**config.mk**
```make
export PLATFORM = sky130hd
export DESIGN_NAME = div_arbiter
export DESIGN_NICKNAME = d
export VERILOG_FILES = /design/src/rtl/div_arbiter.sv
export SDC_FILE = /design/constraint.sdc
export NUM_CORES = 1
export LEC_CHECK = 0
export BUFFER_PORTS_ARGS = -buffer_cell sky130_fd_sc_hd__buf_2
export CORE_AREA = 2 2 132 134
export CTS_CLUSTER_SIZE = 10
export DETAILED_ROUTE_END_ITERATION = 6
export DIE_AREA = 0 0 134 136
export PLACE_DENSITY = 0.72
export SETUP_SLACK_MARGIN = 0.05
export SLEW_MARGIN = 10
export SYNTH_ARGS = -nofsm -noshare
export SYNTH_HDL_FRONTEND = slang
export SYNTH_SLANG_ARGS = --single-unit
```
**constraint.sdc**
```tcl
create_clock -name clk -period 1.6 [get_ports clk]
set_input_delay 0.32 -clock clk [delete_from_list [all_inputs] [get_ports clk]]
set_output_delay 0.32 -clock clk [all_outputs]
set_load 0.005 [all_outputs]
```
**src/rtl/div_arbiter.sv**
```systemverilog
// Two-requester front end for a shared iterative divider.
// Round-robin acceptance, operand latching, annul handling and a fixed drain.
module div_arbiter (
    input  logic        clk,
    input  logic        rst,
    input  logic        req0_i,
    input  logic        req1_i,
    input  logic        signed0_i,
    input  logic        signed1_i,
    input  logic [31:0] op1_0_i,
    input  logic [31:0] op2_0_i,
    input  logic [31:0] op1_1_i,
    input  logic [31:0] op2_1_i,
    input  logic        annul0_i,
    input  logic        annul1_i,
    output logic        gnt0_o,
    output logic        gnt1_o,
    output logic        done0_o,
    output logic        done1_o,
    output logic [63:0] result_o,
    output logic        div_zero_o,
    output logic        busy_o,
    output logic        div_start_o,
    output logic        div_annul_o,
    output logic        div_signed_o,
    output logic [31:0] div_op1_o,
    output logic [31:0] div_op2_o,
    input  logic [63:0] div_result_i,
    input  logic        div_ready_i
);

    typedef enum logic [1:0] {
        IDLE  = 2'd0,
        RUN   = 2'd1,
        DRAIN = 2'd2
    } state_t;

    state_t      r_state;
    state_t      w_state_nxt;
    logic        r_drain;
    logic        w_drain_nxt;

    logic        r_rr;
    logic        r_owner;
    logic [31:0] r_op1;
    logic [31:0] r_op2;
    logic        r_signed;

    logic        r_gnt0;
    logic        r_gnt1;
    logic        r_done0;
    logic        r_done1;
    logic        r_annul;
    logic [63:0] r_result;
    logic        r_zero;

    logic        w_elig0;
    logic        w_elig1;
    logic        w_idle;
    logic        w_run;
    logic        w_accept;
    logic        w_pick;
    logic        w_own_annul;
    logic        w_run_annul;
    logic        w_run_done;
    logic        w_op2_zero;

    assign w_elig0     = req0_i & ~annul0_i;
    assign w_elig1     = req1_i & ~annul1_i;
    assign w_idle      = (r_state == IDLE);
    assign w_run       = (r_state == RUN);
    assign w_accept    = w_idle & (w_elig0 | w_elig1);
    assign w_own_annul = r_owner ? annul1_i : annul0_i;
    // Annul beats a coincident ready: the result is discarded.
    assign w_run_annul = w_run & w_own_annul;
    assign w_run_done  = w_run & ~w_own_annul & div_ready_i;
    assign w_op2_zero  = (r_op2 == 32'h0);

    // r_rr names the requester preferred on a tie.
    always_comb begin
        w_pick = 1'b0;
        unique case (1'b1)
            (w_elig0 & w_elig1):  w_pick = r_rr;
            (w_elig0 & ~w_elig1): w_pick = 1'b0;
            (~w_elig0 & w_elig1): w_pick = 1'b1;
            default:              w_pick = 1'b0;
        endcase
    end

    always_comb begin
        w_state_nxt = r_state;
        w_drain_nxt = r_drain;
        unique case (r_state)
            IDLE: begin
                if (w_accept) begin
                    w_state_nxt = RUN;
                end
            end
            RUN: begin
                if (w_run_annul || w_run_done) begin
                    w_state_nxt = DRAIN;
                    w_drain_nxt = 1'b0;
                end
            end
            DRAIN: begin
                if (r_drain) begin
                    w_state_nxt = IDLE;
                end
                w_drain_nxt = ~r_drain;
            end
            default: begin
                w_state_nxt = IDLE;
                w_drain_nxt = 1'b0;
            end
        endcase
    end

    always_ff @(posedge clk or negedge rst) begin
        if (!rst) begin
            r_state <= IDLE;
            r_drain <= 1'b0;
        end else begin
            r_state <= w_state_nxt;
            r_drain <= w_drain_nxt;
        end
    end

    // Operands change only on acceptance, so they stay put until IDLE.
    always_ff @(posedge clk or negedge rst) begin
        if (!rst) begin
            r_rr     <= 1'b0;
            r_owner  <= 1'b0;
            r_op1    <= 32'h0;
            r_op2    <= 32'h0;
            r_signed <= 1'b0;
        end else if (w_accept) begin
            r_rr     <= ~w_pick;
            r_owner  <= w_pick;
            r_op1    <= w_pick ? op1_1_i : op1_0_i;
            r_op2    <= w_pick ? op2_1_i : op2_0_i;
            r_signed <= w_pick ? signed1_i : signed0_i;
        end
    end

    always_ff @(posedge clk or negedge rst) begin
        if (!rst) begin
            r_gnt0  <= 1'b0;
            r_gnt1  <= 1'b0;
            r_done0 <= 1'b0;
            r_done1 <= 1'b0;
            r_annul <= 1'b0;
        end else begin
            r_gnt0  <= w_accept & ~w_pick;
            r_gnt1  <= w_accept & w_pick;
            r_done0 <= w_run_done & ~r_owner;
            r_done1 <= w_run_done & r_owner;
            r_annul <= w_run_annul;
        end
    end

    always_ff @(posedge clk or negedge rst) begin
        if (!rst) begin
            r_result <= 64'h0;
            r_zero   <= 1'b0;
        end else if (w_run_done) begin
            r_result <= w_op2_zero ? 64'h0 : div_result_i;
            r_zero   <= w_op2_zero;
        end
    end

    assign gnt0_o       = r_gnt0;
    assign gnt1_o       = r_gnt1;
    assign done0_o      = r_done0;
    assign done1_o      = r_done1;
    assign result_o     = r_result;
    assign div_zero_o   = r_zero;
    assign busy_o       = ~w_idle;
    assign div_start_o  = w_run;
    assign div_annul_o  = r_annul;
    assign div_signed_o = r_signed;
    assign div_op1_o    = r_op1;
    assign div_op2_o    = r_op2;

endmodule

```
==> flow_summary_export.csv, run 1 <==
group,metric,value,unit
status,status,"finished, violations left",
status,failed_checks,"setup timing",
power_and_ir_drop,irDropWorstVdd,814,uV
layout,drive_gt1_share,53.1,%
floorplan,num_rows,48,
yosys,synth_top_family_by_area,"simple AND/OR/NAND/NOR gates",
yosys,synth_enable_flop_cells,0,
worst_hold_path,worst_hold_path_type,"in -> reg",
sta,grt_setup_unrepaired,"yes",
yosys,syn_inst,542,
yosys,post_synth_instance_area,5850,um^2
layout,nNetsFinal,1132,
power_and_ir_drop,switching_share,32.6,%
detailed_routing,routed.top_layer,"met4",
yosys,ys_seq_elements,140,
sta,timing.clock.skew,0.0108,ns
layout,layout.cells.most_common_list,"sky130_fd_sc_hd__buf_2, sky130_fd_sc_hd__dfrtp_1, sky130_fd_sc_hd__nand2_1",
layout,flow.area_growth_from_synthesis,59.9,%
power_and_ir_drop,cellLeakagePower,4.82,nW
setup_path,crit_path_top_delay_cell,"sky130_fd_sc_hd__dfrtp_1",
yosys,synth-compound-area-share,17.5,%
power_and_ir_drop,seq_power_share,36.7,%
yosys,synth-async-reset-ratio,100,%
setup_path,worst-path-max-fanout,12,
clock_tree,clock_tree.htree_level_count,4,
clock_tree,cts_root_buffer,"sky130_fd_sc_hd__clkbuf_16",
detailed_routing,route.final.wire_length,20800,um
clock_tree,clock_network_latency_to_the_later_pin_of_the_worst_skew_pair,0.42,ns
yosys,basic_gate_share_of_the_synthesized_area_counting_and_or_nand_and_nor_cells,17.9,%
sta,final.period_utilization,105,%
setup_path,path_cells,"nor4_2 -> buf_4 -> nand4_1 -> nor2_4 -> buf_12 -> clkbuf_16 -> o21ai_0",
placement,dpl.hpwl,13500,um
setup_path,startpoint,"div_op2_o[4]",
yosys,post_synth_fa_ha_maj_area_fraction,0,%
yosys,synth_nets,743,
clock_tree,clock_tree_from_tritoncts,"built",
power_and_ir_drop,power.switching,0.00551,W
floorplan,design.die.area,18200,um^2
global_route,grt_antenna_before_repair,4,
detailed_routing,post_drt_via_cell_ratio,4.88,
clock_tree,cts.path.max_buffers,2,
floorplan,die_y,136,um
detailed_routing,routed-via-count,5729,
clock_tree,clock-sinks,140,
sta,actual_slew_at_the_worst_max_slew_pin,0.447,ns
detailed_routing,met3WireLength,1570,um
sta,final.min_clock_period,1.68,ns
yosys,synth-main-ff-cell,"sky130_fd_sc_hd__dfrtp_1",
detailed_routing,first_pass_iters,4,
global_route,grt_max_degree,49,
power_and_ir_drop,report.power.total,0.0169,W
setup_path,arrival,1.97,ns
global_route,via_count_of_the_first_global_routing_pass,5407,
setup_path,timing.critical_path.to_type,"flip-flop",
detailed_routing,final_ant_viol_nets,0,
global_route,globalRouteOverflowTotal,0,
layout,final_common_cell,"sky130_fd_sc_hd__buf_2",
floorplan,die_width,134,um
global_route,grt_usage,19.8,%
yosys,seq_area_frac_synth,59.9,%
placement,gp_congestion,0.874,
global_route,grt_first_pass_wirelength,27900,um
power_and_ir_drop,cellPowerDensity,1810,nW/um^2
layout,regArea,3500,um^2
sta,timing.final.hold_violations,0,
sta,slew_violations,0,
power_and_ir_drop,share_comb_of_total_power,40.4,%
placement,detailedPlace.worstSlack,-0.176,ns
setup_path,timing.critical_path.required,1.89,ns
detailed_routing,met2WireLength,10100,um
power_and_ir_drop,internal_power,0.0114,W
detailed_routing,violation_count_after_the_first_detailed_routing_iteration,187,
yosys,yosysTopAreaCellShare,59.9,%
yosys,synth_cell_type_count,30,
yosys,syn_area_per_cell,10.8,um^2
placement,buffer_ports.inserted,337,
setup_path,worst_path_largest_cell_delay,0.39,ns
sta,setup_violations,103,
setup_path,critical_path.reg2reg.startpoint,"div_op2_o[4]",
detailed_routing,met1_length,8370,um
yosys,netlist.top_cell.by_area,"sky130_fd_sc_hd__dfrtp_1",
detailed_routing,wire_per_inst,17.7,um
yosys,synth-xor-area-share,0,%
sta,post-route-worst-setup-slack,-0.0805,ns
layout,multiInputGateArea,2310,um^2
detailed_routing,number_of_drc_violations_after_detailed_routing,0,
run,cap_violations,0,
floorplan,core,16900,um^2
clock_tree,clkTransAtPathRegs,0.06,ns
sta,timing.slew.headroom,70.2,%
yosys,synth_mux_area_share,0.556,%
yosys,yosys_warnings,0,
clock_tree,cts_inserted_buffers,17,
setup_path,startpoint_type,"flip-flop",
floorplan,num_io_pins,338,
sta,max_clock_freq,0.595,GHz
worst_hold_path,min_from,"op1_0_i[27]",
power_and_ir_drop,clock_power_share,22.9,%
setup_path,worstSetupPathType,"reg -> reg",
floorplan,start_util,34.6,%
yosys,synthTopCellsByArea,"sky130_fd_sc_hd__dfrtp_1, sky130_fd_sc_hd__a221o_1, sky130_fd_sc_hd__nand2_1",
layout,n_fill_cell,1516,
metal layers:
layer,GRT usage (%),vias up
li1,-,2702
met2,32.0,291
met4,10.6,0
met5,0,-
met1,24.4,2690
met3,5.33,46
area by class of cell:
type                    count  area share, %
well taps                 225           3.01
clock buffers              19           4.85
diodes                      4          0.107
clock inverters            13           1.41
repair buffers            410           28.4
inverters                   1         0.0402
multi-input cells         361           24.7
flip-flops and latches    140           37.5
repair_timing:
item | in CTS | in global routing
endpoints found under the setup margin | 131 | 132
hold buffers | 1 | 0
resized for setup | 12 | 86
endpoints found under the hold margin | 40 | 0
setup buffers | 3 | 5
pin swaps | 2 | 70
cloned | 0 | 18
kinds of logic (layout without fill, tap and decap cells):
kind of cell / count (synthesis) / in the layout
AND/OR/NAND/NOR: 220 / 220
flip-flops: 140 / 140
AO/OA/AOI/OAI: 136 / 138
buffers and inverters: 43 / 443
multiplexers: 3 / 3
other: 0 / 4
flip-flops by register name (all words and copies together) (netlist names):
name / count
div_annul_o: 1
div_op1_o: 32
div_op2_o: 32
div_signed_o: 1
div_zero_o: 1
done0_o: 1
done1_o: 1
gnt0_o: 1
gnt1_o: 1
r_drain: 1
r_owner: 1
r_rr: 1
r_state: 2
result_o: 64
cells in the mapped netlist (3+ instances only):
master / instances
sky130_fd_sc_hd__a221o_1: 65
sky130_fd_sc_hd__and2_0: 54
sky130_fd_sc_hd__and2_1: 12
sky130_fd_sc_hd__buf_2: 13
sky130_fd_sc_hd__buf_4: 7
sky130_fd_sc_hd__buf_6: 4
sky130_fd_sc_hd__clkbuf_1: 14
sky130_fd_sc_hd__dfrtp_1: 140
sky130_fd_sc_hd__nand2_1: 131
sky130_fd_sc_hd__nand2b_1: 3
sky130_fd_sc_hd__nor2_1: 4
sky130_fd_sc_hd__nor4_1: 8
sky130_fd_sc_hd__o21ai_0: 61
sky130_fd_sc_hd__o21ai_1: 5
critical path: cells and delay by family, from the launching register on:
kind                   cells  cell delay (ns)
DFF                        1             0.39
buffers and inverters      3             0.46
and+or+nand+nor            3             0.58
AOI/OAI and AO/OA          1             0.10
path summary, 6_finish.rpt:
| path | to | slack (ns) | depth (start not counted) |
|---|---|---|---|
| setup / recovery | result_o[38] | -0.08 | 7 |
| hold / removal | div_op1_o[27] | 0.13 | 2 |
| setup reg to reg | result_o[38] | -0.08 | 7 |
| hold reg to reg | result_o[3] | 0.48 | 2 |
| max in group asynchronous | div_op2_o[6] | 0.63 | 3 |
| min in group asynchronous | div_op2_o[15] | 0.41 | 2 |
power by group through the flow:
stage	Clock, W	Sequential, W	Combinational, W
after floorplan	0	0.00627	0.00238
after global placement	0	0.00614	0.00561
after detailed placement	0	0.00616	0.00576
after CTS	0.00395	0.00620	0.00586
after global routing	0.00412	0.00643	0.00747
final	0.00387	0.00622	0.00684
metrics by stage:
step	utilization, %	hold WS (ns)	cell area, um^2	TNS (ns)	cells
6_report	55.4	0.127	9350	-3.91	1173
5_1_grt	55.4	0.111	9350	-15.52	1172
4_1_cts	51.9	0.108	8770	-2.63	1146
3_5_place_dp	48.0	0.286	8110	-12.12	1110
3_3_place_gp	48.0	0.284	8110	-3.41	1110
2_1_floorplan	-	0.0244	5850	0	542
(Power assumes the default switching activity.)
==> inputs of run 2 (changes only) <==
==> constraint.sdc (replaced) <==
create_clock -name clk -period 1.6 [get_ports clk]
set_input_delay 0.16 -clock clk [delete_from_list [all_inputs] [get_ports clk]]
set_output_delay 0.16 -clock clk [all_outputs]
set_load 0.005 [all_outputs]
==> flow_summary_export.csv, run 2 (same netlist as run 1, synthesis figures left out) <==
group,metric,value,unit
layout,final_common_cell,"sky130_fd_sc_hd__buf_2",
layout,flow.area_growth_from_synthesis,94.9,%
detailed_routing,violation_count_after_the_first_detailed_routing_iteration,418,
status,status,"finished, violations left",
sta,timing.slew.headroom,74.3,%
sta,timing.final.hold_violations,0,
clock_tree,clkTransAtPathRegs,0.07,ns
placement,place_inst,1107,
power_and_ir_drop,irDropWorstVdd,886,uV
sta,slew_violations,0,
layout,layout.cells.most_common_list,"sky130_fd_sc_hd__buf_2, sky130_fd_sc_hd__dlygate4sd3_1, sky130_fd_sc_hd__dfrtp_1",
sta,timing.clock.skew,0.0129,ns
clock_tree,clock_network_latency_to_the_later_pin_of_the_worst_skew_pair,0.41,ns
status,failed_checks,"setup timing",
setup_path,arrival,2.06,ns
floorplan,num_io_pins,338,
global_route,grt_usage,25.5,%
global_route,grt.met3_usage,7.61,%
global_route,via_count_of_the_first_global_routing_pass,6900,
sta,max_clock_freq,0.564,GHz
power_and_ir_drop,share_comb_of_total_power,43.6,%
clock_tree,cts_root_buffer,"sky130_fd_sc_hd__clkbuf_16",
placement,gp_congestion,0.891,
clock_tree,clock-sinks,140,
global_route,grt_max_degree,66,
layout,final-instance-count-excl-fill,1358,
power_and_ir_drop,cellLeakagePower,5.70,nW
floorplan,die_width,134,um
global_route,globalRouteOverflowTotal,0,
setup_path,timing.critical_path.to_type,"flip-flop",
sta,post-route-worst-setup-slack,-0.172,ns
sta,actual_slew_at_the_worst_max_slew_pin,0.385,ns
setup_path,startpoint_type,"flip-flop",
setup_path,timing.critical_path.required,1.89,ns
run,cap_violations,0,
global_route,grt_most_used_layer,"met2",
global_route,grt_antenna_before_repair,2,
power_and_ir_drop,switching_share,33.9,%
floorplan,num_rows,48,
floorplan,design.die.area,18200,um^2
power_and_ir_drop,power.switching,0.00622,W
detailed_routing,number_of_drc_violations_after_detailed_routing,0,
detailed_routing,route.final.wire_length,27300,um
clock_tree,clock_tree.htree_level_count,4,
detailed_routing,final_ant_viol_nets,0,
power_and_ir_drop,clock_power_share,21.5,%
setup_path,worstSetupPathType,"reg -> reg",
global_route,grt_use_met2,43.9,%
sta,setup_tns,-10.81,ns
sta,final.min_clock_period,1.77,ns
global_route,globalRouteMet1Util,29.1,%
clock_tree,cts_inserted_buffers,17,
clock_tree,cts.path.max_buffers,2,
sta,final.period_utilization,111,%
detailed_routing,first_pass_iters,5,
detailed_routing,routed-via-count,7069,
placement,buffer_ports.inserted,337,
placement,dpl.hpwl,13400,um
clock_tree,clock_tree_from_tritoncts,"built",
setup_path,worst-path-max-fanout,16,
layout,drive_gt1_share,47.2,%
power_and_ir_drop,cellPowerDensity,1610,nW/um^2
layout,n_fill_cell,1088,
global_route,grt_first_pass_wirelength,36100,um
layout,final_core_util,67.5,%
detailed_routing,post_drt_via_cell_ratio,5.21,
sta,grt_setup_unrepaired,"yes",
layout,largest_register_ffs,64,
floorplan,core,16900,um^2
floorplan,start_util,34.6,%
detailed_routing,wire_per_inst,20.1,um
layout,nNetsFinal,1320,
power_and_ir_drop,internal_power,0.0121,W
floorplan,die_y,136,um
power_and_ir_drop,seq_power_share,34.9,%
sta,setup_violations,113,
worst_hold_path,worst_hold_path_type,"in -> reg",
[run 2: changes by cell type in the layout (fill, tap and decap cells not counted), sizes merged]
cell / before / now
buf: 398 / 399
bufinv: 1 / 2
clkbuf: 30 / 31
clkinv: 3 / 5
clkinvlp: 5 / 4
diode: 4 / 1
dlygate4sd3: 1 / 187
inv: 5 / 3
[run 2: area by class of cell]
type,instances,area [um^2],share of cell area (%)
Timing Repair Buffer,598,4590,40.2
Sequential cell,140,3500,30.7
Multi-Input combinational cell,361,2440,21.4
Clock buffer,19,443,3.89
Tap cell,225,282,2.47
Clock inverter,13,140,1.23
Inverter,1,3.75,0.0329
Antenna cell,1,2.50,0.0220
[run 2: what timing repair did]
| item | CTS | global route |
|---|---|---|
| endpoints found under the hold margin | 159 | 3 |
| gates cloned | 3 | 21 |
| pin swaps | 1 | 95 |
| gates resized for setup | 62 | 119 |
| buffers inserted | 1 | 6 |
| hold buffers | 184 | 3 |
| setup endpoints to repair | 124 | 131 |
[run 2: power by group through the flow]
stage          Combinational [W]  Sequential [W]  Clock [W]
2_1_floorplan            0.00238         0.00627          0
3_3_place_gp             0.00562         0.00615          0
3_5_place_dp             0.00576         0.00615          0
4_1_cts                  0.00621         0.00620    0.00399
5_1_grt                  0.00852         0.00654    0.00418
6_report                 0.00799         0.00640    0.00394
[run 2: per-stage QoR]
step	hold WS (ns)	area (um^2)	worst slack, ns	power (W)
3_3_place_gp	0.0947	8070	-0.133	0.0118
3_5_place_dp	0.0933	8070	-0.172	0.0119
2_1_floorplan	-0.136	5850	0.0132	0.00866
5_1_grt	0.0102	11400	-0.196	0.0192
4_1_cts	0.000908	10600	-0.0573	0.0164
6_report	0.0153	11400	-0.172	0.0183
[run 2: layer usage]
metal / up-vias / share of wire [%]
met1: 3386 / 37
met4: 2 / 4.5
li1: 3081 / -
met5: - / 0.048
met3: 107 / 9.1
met2: 493 / 50
[run 2: final timing paths]
check | to | depth (start not counted) | slack, ns | from
min reg2reg | result_o[11] | 2 | 0.47 | result_o[11]
max reg2reg | result_o[15] | 7 | -0.17 | div_op2_o[2]
max in group asynchronous | div_op1_o[9] | 3 | 0.76 | rst
min in group asynchronous | result_o[10] | 2 | 0.23 | rst
max | result_o[15] | 7 | -0.17 | div_op2_o[2]
min | div_op2_o[14] | 2 | 0.02 | op2_1_i[14]
[run 2: critical path, stage by stage (launching register included)]
cell and delay (ns):
sky130_fd_sc_hd__dfrtp_1 0.41, sky130_fd_sc_hd__nor4_2 0.32, sky130_fd_sc_hd__buf_4 0.17, sky130_fd_sc_hd__nand4_1 0.14, sky130_fd_sc_hd__nor2_4 0.18, sky130_fd_sc_hd__buf_12 0.17
sky130_fd_sc_hd__buf_16 0.16, sky130_fd_sc_hd__o21ai_1 0.09
==> inputs of run 3 (changes only) <==
==> constraint.sdc (replaced) <==
create_clock -name clk -period 1.6 [get_ports clk]
set_input_delay 0.4 -clock clk [delete_from_list [all_inputs] [get_ports clk]]
set_output_delay 0.4 -clock clk [all_outputs]
set_load 0.005 [all_outputs]
==> flow_summary_export.csv, run 3 (same netlist as run 1, synthesis figures left out) <==
group,metric,value,unit
layout,nNetsFinal,1131,
setup_path,timing.reg2reg.worst_path_depth,6,
layout,final_core_util,56.9,%
setup_path,arrival,2.01,ns
floorplan,die_y,136,um
global_route,grt_usage,22.1,%
detailed_routing,routed-via-count,5850,
sta,final.min_clock_period,1.72,ns
sta,post-route-worst-setup-slack,-0.118,ns
sta,slew_violations,0,
floorplan,num_rows,48,
clock_tree,clock-sinks,140,
global_route,grt_use_met2,38.0,%
sta,timing.final.hold_violations,0,
power_and_ir_drop,irDropWorstVdd,804,uV
run,cap_violations,0,
floorplan,num_io_pins,338,
layout,largest_register_ffs,64,
global_route,globalRouteOverflowTotal,0,
placement,gp_congestion,0.827,
clock_tree,clkTransAtPathRegs,0.06,ns
clock_tree,cts_inserted_buffers,17,
clock_tree,clock_tree.htree_level_count,4,
detailed_routing,violation_count_after_the_first_detailed_routing_iteration,267,
detailed_routing,wire_per_inst,19.4,um
setup_path,reg2reg_slack,-0.12,ns
detailed_routing,number_of_drc_violations_after_detailed_routing,0,
layout,final_common_cell,"sky130_fd_sc_hd__buf_2",
global_route,grt_first_pass_wirelength,30500,um
setup_path,critical_path.reg2reg.startpoint,"r_state[0]",
floorplan,design.die.area,18200,um^2
sta,timing.clock.skew,0.0106,ns
global_route,grt.met3_usage,6.26,%
sta,finalHoldWorstSlack,0.205,ns
status,failed_checks,"setup timing",
global_route,grt_max_degree,50,
worst_hold_path,worst_hold_path_type,"in -> reg",
placement,instance_area_at_placement,8040,um^2
detailed_routing,first_pass_iters,5,
sta,grt_setup_unrepaired,"yes",
sta,setup_violations,131,
layout,flow.area_growth_from_synthesis,64.2,%
placement,place_inst,1100,
layout,n_fill_cell,1456,
sta,timing.slew.headroom,74.9,%
floorplan,die_width,134,um
global_route,grt_most_used_layer,"met2",
layout,layout.cells.most_common_list,"sky130_fd_sc_hd__buf_2, sky130_fd_sc_hd__dfrtp_1, sky130_fd_sc_hd__nand2_1",
setup_path,worstSetupPathType,"reg -> reg",
setup_path,timing.critical_path.to_type,"flip-flop",
layout,regArea,3500,um^2
power_and_ir_drop,cellPowerDensity,1830,nW/um^2
setup_path,startpoint_type,"flip-flop",
placement,dpl.hpwl,13300,um
sta,max_clock_freq,0.582,GHz
setup_path,startpoint,"r_state[0]",
layout,design_area,9600,um^2
global_route,via_count_of_the_first_global_routing_pass,5565,
detailed_routing,post_drt_via_cell_ratio,5.01,
detailed_routing,final_ant_viol_nets,0,
layout,drive_gt1_share,54.9,%
sta,actual_slew_at_the_worst_max_slew_pin,0.376,ns
placement,buffer_ports.inserted,337,
clock_tree,clock_tree_from_tritoncts,"built",
detailed_routing,route.final.wire_length,22600,um
floorplan,core,16900,um^2
clock_tree,clock_network_latency_to_the_later_pin_of_the_worst_skew_pair,0.42,ns
setup_path,worst-path-max-fanout,13,
floorplan,start_util,34.6,%
setup_path,setup.worst_path.end,"div_op2_o[11]",
clock_tree,cts.path.max_buffers,2,
layout,inserted_diodes,0,
global_route,grt_antenna_before_repair,0,
status,status,"finished, violations left",
setup_path,timing.critical_path.required,1.89,ns
layout,final-instance-count-excl-fill,1168,
clock_tree,cts_root_buffer,"sky130_fd_sc_hd__clkbuf_16",
power_and_ir_drop,report.power.total,0.0176,W
global_route,globalRouteMet1Util,27.2,%
layout,multiInputGateArea,2350,um^2
setup_path,worst_r2r_endpoint,"div_op2_o[11]",
power_and_ir_drop,cellLeakagePower,4.96,nW
sta,final.period_utilization,107,%
-- run 3: cell count changes in the layout (fill, tap and decap cells not counted), sizes merged --
cell	previous run	this run
dlygate4sd3	187	1
clkbuf	31	28
clkinvlp	4	1
a21o	5	3
bufbuf	0	2
bufinv	2	4
clkinv	5	7
buf	399	398
diode	1	0
-- run 3: layer usage --
layer | vias up | share of wire, %
li1 | 2685 | -
met1 | 2833 | 40
met2 | 294 | 51
met3 | 38 | 7.1
met4 | 0 | 2.4
met5 | - | 0
-- run 3: area by class of cell --
| cell class | count | area share [%] |
|---|---|---|
| Inverter | 1 | 0.0391 |
| Sequential cell | 140 | 36.5 |
| Timing Repair Buffer | 411 | 29.6 |
| Clock inverter | 14 | 1.99 |
| Multi-Input combinational cell | 359 | 24.4 |
| Clock buffer | 18 | 4.57 |
| Tap cell | 225 | 2.93 |
-- run 3: worst min-delay path by stage --
stage | from | to | slack (ns) | cells after the start
2_1_floorplan | rst | div_annul_o | 0.10 | 0
3_3_place_gp | rst | result_o[13] | 0.33 | 1
3_5_place_dp | rst | result_o[22] | 0.33 | 1
4_1_cts | op2_1_i[9] | div_op2_o[9] | 0.19 | 2
5_1_grt | op2_1_i[27] | div_op2_o[27] | 0.19 | 2
6_report | op2_1_i[9] | div_op2_o[9] | 0.21 | 2
-- run 3: repair_timing --
item,in CTS,in global routing
endpoints found under the hold margin,30,0
resized for setup,57,106
setup buffers,9,7
setup endpoints to repair,132,136
hold buffers,1,0
pin swaps,16,32
gates cloned,7,15
-- run 3: power by group --
group          leakage, nW  internal [W]  total, W  switching, W
registers             1.75       0.00521   0.00629       0.00107
clock network        0.310       0.00266   0.00429       0.00163
logic                 2.89       0.00408   0.00698       0.00290
-- run 3: critical path: stages (launching register included) --
cell,delay (ns)
sky130_fd_sc_hd__dfrtp_1,0.39
sky130_fd_sc_hd__or2_4,0.26
sky130_fd_sc_hd__a21o_4,0.21
sky130_fd_sc_hd__buf_12,0.16
sky130_fd_sc_hd__buf_16,0.16
sky130_fd_sc_hd__and2_0,0.14
sky130_fd_sc_hd__a221o_1,0.27
-- run 3: through the flow --
step | TNS (ns) | setup slack (ns)
final | -8.78 | -0.118
after global routing | -17.63 | -0.182
after CTS | -9.44 | -0.114
after detailed placement | -13.19 | -0.159
after global placement | -12.73 | -0.157
after floorplan | 0 | 0.0132
